$ cat src/rtl/decimal_char_tx.sv
// decimal_char_tx: converts a 32-bit value to ASCII decimal via double-dabble and streams it with a terminator.
// Optional macro DECIMAL_CHAR_TX_CRLF_EN emits CR before TERM_CHAR.
module decimal_char_tx #(
  parameter logic [7:0] TERM_CHAR = 8'd10
) (
  input  logic        clk,
  input  logic        rst_n,
  input  logic        start_valid,
  output logic        start_ready,
  input  logic [31:0] value,
  output logic        char_valid,
  input  logic        char_ready,
  output logic [7:0]  char_out,
  output logic        busy
);
  localparam logic [1:0] IDLE = 2'd0, CONVERT = 2'd1, EMIT = 2'd2, TERM = 2'd3;
  logic [1:0]  state;
  logic [31:0] sh;
  logic [39:0] bcd, bcd_nx;
  logic [4:0]  cnt;
  logic [3:0]  ptr, msd, digit;
  logic [7:0]  term_ch;
`ifdef DECIMAL_CHAR_TX_CRLF_EN
  logic cr;
  assign term_ch = cr ? TERM_CHAR : 8'd13;
`else
  assign term_ch = TERM_CHAR;
`endif
  always_comb begin
    bcd_nx = bcd;
    for (int i = 0; i < 10; i++) bcd_nx[4*i +: 4] = bcd[4*i +: 4] >= 4'd5 ? bcd[4*i +: 4] + 4'd3 : bcd[4*i +: 4];
    bcd_nx = {bcd_nx[38:0], sh[31]};
    msd = 4'd0;
    for (int i = 0; i < 10; i++) if (bcd_nx[4*i +: 4] != 4'd0) msd = i[3:0];
  end
  assign start_ready = state == IDLE;
  assign busy        = state != IDLE;
  assign char_valid  = state == EMIT || state == TERM;
  assign digit       = bcd[{ptr, 2'b00} +: 4];
  assign char_out    = state == EMIT ? 8'd48 + {4'd0, digit} : state == TERM ? term_ch : 8'd0;
  always_ff @(posedge clk or negedge rst_n) begin
    if (!rst_n) begin
      state <= IDLE;
      sh    <= '0;
      bcd   <= '0;
      cnt   <= '0;
      ptr   <= '0;
`ifdef DECIMAL_CHAR_TX_CRLF_EN
      cr    <= 1'b0;
`endif
    end else begin
      case (state)
        IDLE: if (start_valid) begin
          sh    <= value;
          bcd   <= '0;
          cnt   <= '0;
          state <= CONVERT;
        end
        CONVERT: begin
          bcd <= bcd_nx;
          sh  <= {sh[30:0], 1'b0};
          cnt <= cnt + 5'd1;
          if (cnt == 5'd31) begin
            ptr   <= msd;
            state <= EMIT;
          end
        end
        EMIT: if (char_ready) begin
          ptr <= ptr - 4'd1;
          if (ptr == 4'd0) state <= TERM;
        end
        default: if (char_ready) begin
`ifdef DECIMAL_CHAR_TX_CRLF_EN
          cr <= !cr;
          if (cr) state <= IDLE;
`else
          state <= IDLE;
`endif
        end
      endcase
    end
  end
endmodule

$ cat config.mk
export PLATFORM = sky130hd
export DESIGN_NAME = decimal_char_tx
export DESIGN_NICKNAME = d
export VERILOG_FILES = /design/src/rtl/decimal_char_tx.sv
export SDC_FILE = /design/constraint.sdc
export NUM_CORES = 1
export LEC_CHECK = 0
export CAP_MARGIN = 0
export CORE_ASPECT_RATIO = 2
export CORE_MARGIN = 4
export CORE_UTILIZATION = 50
export CTS_CLUSTER_DIAMETER = 50
export CTS_CLUSTER_SIZE = 40
export DETAILED_ROUTE_END_ITERATION = 8
export GPL_TIMING_DRIVEN = 1
export HOLD_SLACK_MARGIN = 0.06
export PLACE_DENSITY = 0.73
export SLEW_MARGIN = 15
export SYNTH_ARGS = -nofsm -noshare
export SYNTH_HDL_FRONTEND = slang
export SYNTH_SLANG_ARGS = --single-unit
$ cat constraint.sdc
create_clock -name clk -period 1.9 [get_ports clk]
set_input_delay 0.285 -clock clk [delete_from_list [all_inputs] [get_ports clk]]
set_output_delay 0.285 -clock clk [all_outputs]
set_load 0.01 [all_outputs]
---- After elaboration in Yosys (flattened, before gate mapping) ----
Cells that the tools add are included.
storage, ports and cells
  register bits ........................... 83
  input bits .............................. 36
  output and inout port bits .............. 11
operators by class
  add/sub/neg operators ................... 13
  $lt $le $gt $ge ......................... 10
  equality and inequality tests ........... 8
  shifts and indexed selects .............. 1
  muxes and demuxes ....................... 36
  reductions and logical operators ........ 19
operator list
  operator               number
  $pmux W40 S2           1
  $mux W4                19
  $pmux W32 S2           1
  $ge A4 B3 Y1 const B   10
  $mux W40               1
  $shiftx A40 B7 Y4      1
  $add A4 B2 Y4 const B  9
  $reduce_bool A4 Y1     9
  $mux W32               1
  $mux W2                6
  $pmux W5 S2            1
  $pmux W4 S2            1
  $add A6 B4 Y7 const A  1
  $mux W7                1
  $ne A2 B2 Y1 const B   3
  $pmux W2 S3            1
  $reduce_bool A2 Y1     3
  $add A5 B1 Y5 const B  1
  $eq A5 B5 Y1 const B   1
  $mux W5                1
  $reduce_and A5 Y1      1
  $eq A2 B2 Y1 const B   2
  $logic_not A4 Y1       1
  $sub A4 B1 Y4 const B  1
  10 further kinds       10

---- Logic depth before layout (Yosys ltp) ----
  depth after elaboration ................. 14
  gate-level depth with buffers ........... 9
  gate-level depth less buffers ........... 9

---- Worst setup path after synthesis ----
No wires, ideal clock.
  path kind ............................... reg2reg
  start point ............................. register bcd[20]
  end point ............................... register ptr[0]
  data arrival time ....................... 1857 ps
  required time ........................... 1818 ps
  setup slack ............................. -39 ps
  cell stages (with the launch flop) ...... 10
  period minus slack after synthesis ...... 1939 ps
  cell sequence ........................... dfrtp_1 inv_1 ha_1 nand2b_1 a21oi_2 mux2_1 and4_1 a21boi_2 o21ai_1 a31oi_1
on the way
  cells in the longest elaborated chain, start to end .. 10
  elaborated cells between the ends (all ways) .. 12
  classes of those cells .................. add/sub: 1; order compare: 1; mux: 8; reduce/logical: 2
ends and longest elaborated chain
  item                                                  line  RTL
  start: declaration                                    19    logic [39:0] bcd, bcd_nx;
  start signal: assignment                              60    bcd <= bcd_nx;
  $add A4 B2 Y4 / $ge A4 B3 Y1 (equally long branches)  31    for (int i = 0; i < 10; i++) bcd_nx[4*i +: 4] = bcd[4*i +: 4] >= 4'd5 ? bcd[4*i +: 4] + 4'd3 : bcd[4*i +: 4];
  $mux W4 *                                             31
  $reduce_bool A4 Y1                                    34    for (int i = 0; i < 10; i++) if (bcd_nx[4*i +: 4] != 4'd0) msd = i[3:0];
  $mux W4                                               34
  $mux W4 * (4 in series)                               34
  $mux W4 *                                             63    if (cnt == 5'd31) begin
  $pmux W4 S2 *                                         52    case (state)
  end signal: assignment                                64    ptr <= msd;
  end signal: assignment                                69    ptr <= ptr - 4'd1;
  end: declaration                                      21    logic [3:0] ptr, msd, digit;
Every way passes the cells marked *; elsewhere a longest branch is shown, timed or not. The select of a mux whose other input is x is not followed.
A chain may end at the register's enable or synchronous reset.

---- Worst setup path after layout ----
  start point ............................. register ptr[0]
  end point ............................... output char_out[1]
on the way
  cells in the longest elaborated chain, start to end .. 3
ends and longest elaborated chain
  item               line  RTL
  $shiftx A40 B7 Y4  39    assign digit = bcd[{ptr, 2'b00} +: 4];
  $add A6 B4 Y7      40    assign char_out = state == EMIT ? 8'd48 + {4'd0, digit} : state == TERM ? term_ch : 8'd0;
  $mux W7            40
  end: declaration   13    output logic [7:0] char_out,
Every way passes these cells.

==> results.txt <==
Status: finished, violations left
Violated checks: negative setup slack
Clock transition at path regs: 70 ps
Die height: 150 µm
CP top delay family: multiplexers
Power share of the sequential group: 0.287
Post-DP Area: 6460 µm²
IO Count: 47
Die Wd: 79.2 µm
Hold Crit Class: in2async
Commonest cells in the netlist: nand2_1, dfrtp_1, o21ai_0, mux2i_1, ha_1
Detail Route Antenna Nets: 0
Iteration-0 DRC Markers: 247
Final Util: 0.762
Slew Viols, Final: 0
Ys async rst share: 1.00
WS Path Type: reg2out
Startpoint Class: register
Synth area leader: dfrtp_1
Number of synthesized flops with an enable pin: 0
Slowest stage delay, CP: 510 ps
Final worst slack: -382 ps
CTS tree: built
CTS Root Cell: clkbuf_16
Required @ worst endpoint: 1620 ps
Critical path buffer and inverter count: 2
IO buf count: 44
Maximum clock frequency: 438 MHz
Synth unique cells: 46
Drt wl/cell: 17.6 µm
Worst skew pair latency: 340 ps
CP endpoint kind: output pin
Critical path peak fanout: 4
Final Skew: 5.36 ps
Logic pwr share: 0.494
H-tree depth: 3
Int Pwr: 5.46 mW
Largest net degree at the start of global routing: 45
Initial core utilization: 0.516
First-pass GRT wire length: 24,100 µm
Routed vias/inst: 5.63
Avg Cell Area, Syn: 9.28 µm²
Synth top area cells: dfrtp_1, mux2i_1, o21ai_0
Final Hold Viols: 0
Period Utilization, post-route: 1.20
GR Overflow Total: 0
Crit-path cells: buf_6 > mux4_2 > mux2i_2 > o221ai_1 > and2_1 > buf_2
GR Util All Layers: 0.263
Total CTS buffers: 9
CP max-delay cell: mux4_2
#FFs+latches synth: 83
CTS Buffer Depth: 2
Number of max-cap violations: 0
Total number of vias: 4,745
Peak VDD IR: 0.000985 V
Nets: 770
RSZ-0062 raised after global routing: true
Fin area: 7480 µm²
Total net switching power: 3.35 mW
Yosys top cell area share: 0.410
Fraction of layout cells with a size suffix above 1: 0.356
Worst slack at placement: -506 ps
Critical Path AT: 2000 ps
Core area: 9830 µm²
Drt first pass iters: 6
Area Overhead vs Synth: 47.7%
# rows: 51
Die ar.: 11,900 µm²
Final min period: 2280 ps
Warnings, synthesis: 0
Drt total wl: 14,800 µm
Sw frac: 0.380
Vias in the first global route: 5,128
Post-synthesis sequential area ratio: 0.410
Pwr Density: 1180 nW/µm²
RePlAce Congestion: 0.894
DRC viols: 0
Ant. Diodes: 0
DP Wirelength: 10,200 µm
Dominant synthesized flop cell: dfrtp_1
Leak Pwr: 3.31 nW
Most frequent cell after synthesis: nand2_1
Clk sink count: 83
Clock share of power: 0.219
Final setup vio count: 9
Syn Inst Count: 546
Synthesized area: 5070 µm²
Initial antenna violation count: 0
==> routing by layer <==
layer,share of wire,track usage
met1,0.34,0.258
met2,0.55,0.484
met3,0.036,0.0323
met4,0.081,0.207
met5,0,0
==> power groups by stage <==
stage / clock [mW] / sequential (mW) / combinational, mW
2_1_floorplan: 0 / 2.47 / 2.26
3_3_place_gp: 0 / 2.52 / 3.71
3_5_place_dp: 0 / 2.55 / 3.86
4_1_cts: 1.95 / 2.53 / 4.04
5_1_grt: 2.03 / 2.58 / 4.72
6_report: 1.93 / 2.53 / 4.35
==> through the flow <==
| step | setup TNS (ps) | std cells | total power, mW | hold slack [ps] |
|---|---|---|---|---|
| floorplan | 0 | 547 | 4.72 | -10.6 |
| global placement | -2720 | 804 | 6.23 | 210 |
| detailed placement | -3130 | 804 | 6.41 | 213 |
| CTS | -1700 | 837 | 8.52 | 383 |
| global route | -2880 | 843 | 9.33 | 438 |
| finish | -2050 | 843 | 8.82 | 391 |
==> registers in the layout, summed over array words and instances, names as in the netlist <==
name   count
cnt        5
state      2
ptr        4
sh        32
bcd       40
==> area by class of cell <==
type | instances | area (µm²)
Tap cell | 132 | 165
Fill cell | 659 | 2340
Timing Repair Buffer | 176 | 1520
Clock inverter | 6 | 88.8
Clock buffer | 10 | 239
Inverter | 26 | 111
Sequential cell | 83 | 2080
Multi-Input combinational cell | 410 | 3280
==> final timing paths <==
check	cells past startpoint	end	slack [ps]	start
max	6	char_out[1]	-380	ptr[0]$_DFFE_PN0P_
min	2	sh[3]$_DFFE_PN0P_	390	rst_n
max reg2reg	9	ptr[0]$_DFFE_PN0P_	-180	bcd[24]$_DFFE_PN0P_
min reg2reg	2	sh[13]$_DFFE_PN0P_	480	sh[13]$_DFFE_PN0P_
max in group asynchronous	3	bcd[36]$_DFFE_PN0P_	910	rst_n
min in group clk	2	sh[13]$_DFFE_PN0P_	480	sh[13]$_DFFE_PN0P_
==> timing repair <==
action | 4_1_cts | 5_1_grt
gates resized for setup | 128 | 26
setup buffers | 17 | 6
hold buffers | 1 | 0
pin swaps | 37 | 14
setup endpoints to repair | 17 | 61
endpoints found under the hold margin | 21 | 0
==> cells in the final DEF (no fill, tap or decap), types with 9 or more instances in the layout <==
cell,count
clkdlybuf4s50_1,34
inv_2,10
mux2i_1,40
nor3b_1,12
a21oi_1,21
dfrtp_1,80
nand2_1,84
inv_1,13
ha_1,12
clkbuf_16,9
a22o_1,11
nor2_1,14
buf_6,12
buf_4,114
o21ai_0,76
ha_4,12
==> logic make-up (layout without fill, tap and decap cells) <==
group | count (synthesis) | after routing | share of synthesized area
DFF | 83 | 83 | 0.410
adders and majority gates | 28 | 28 | 0.0691
other | 1 | 2 | 0.000740
AOI/OAI and AO/OA | 145 | 145 | 0.167
and+or+nand+nor | 167 | 167 | 0.156
muxes | 58 | 58 | 0.135
buffers and inverters | 54 | 218 | 0.0452
xor gates and xnor gates | 10 | 10 | 0.0173
No activity file was read; power rests on OpenSTA's default activity.
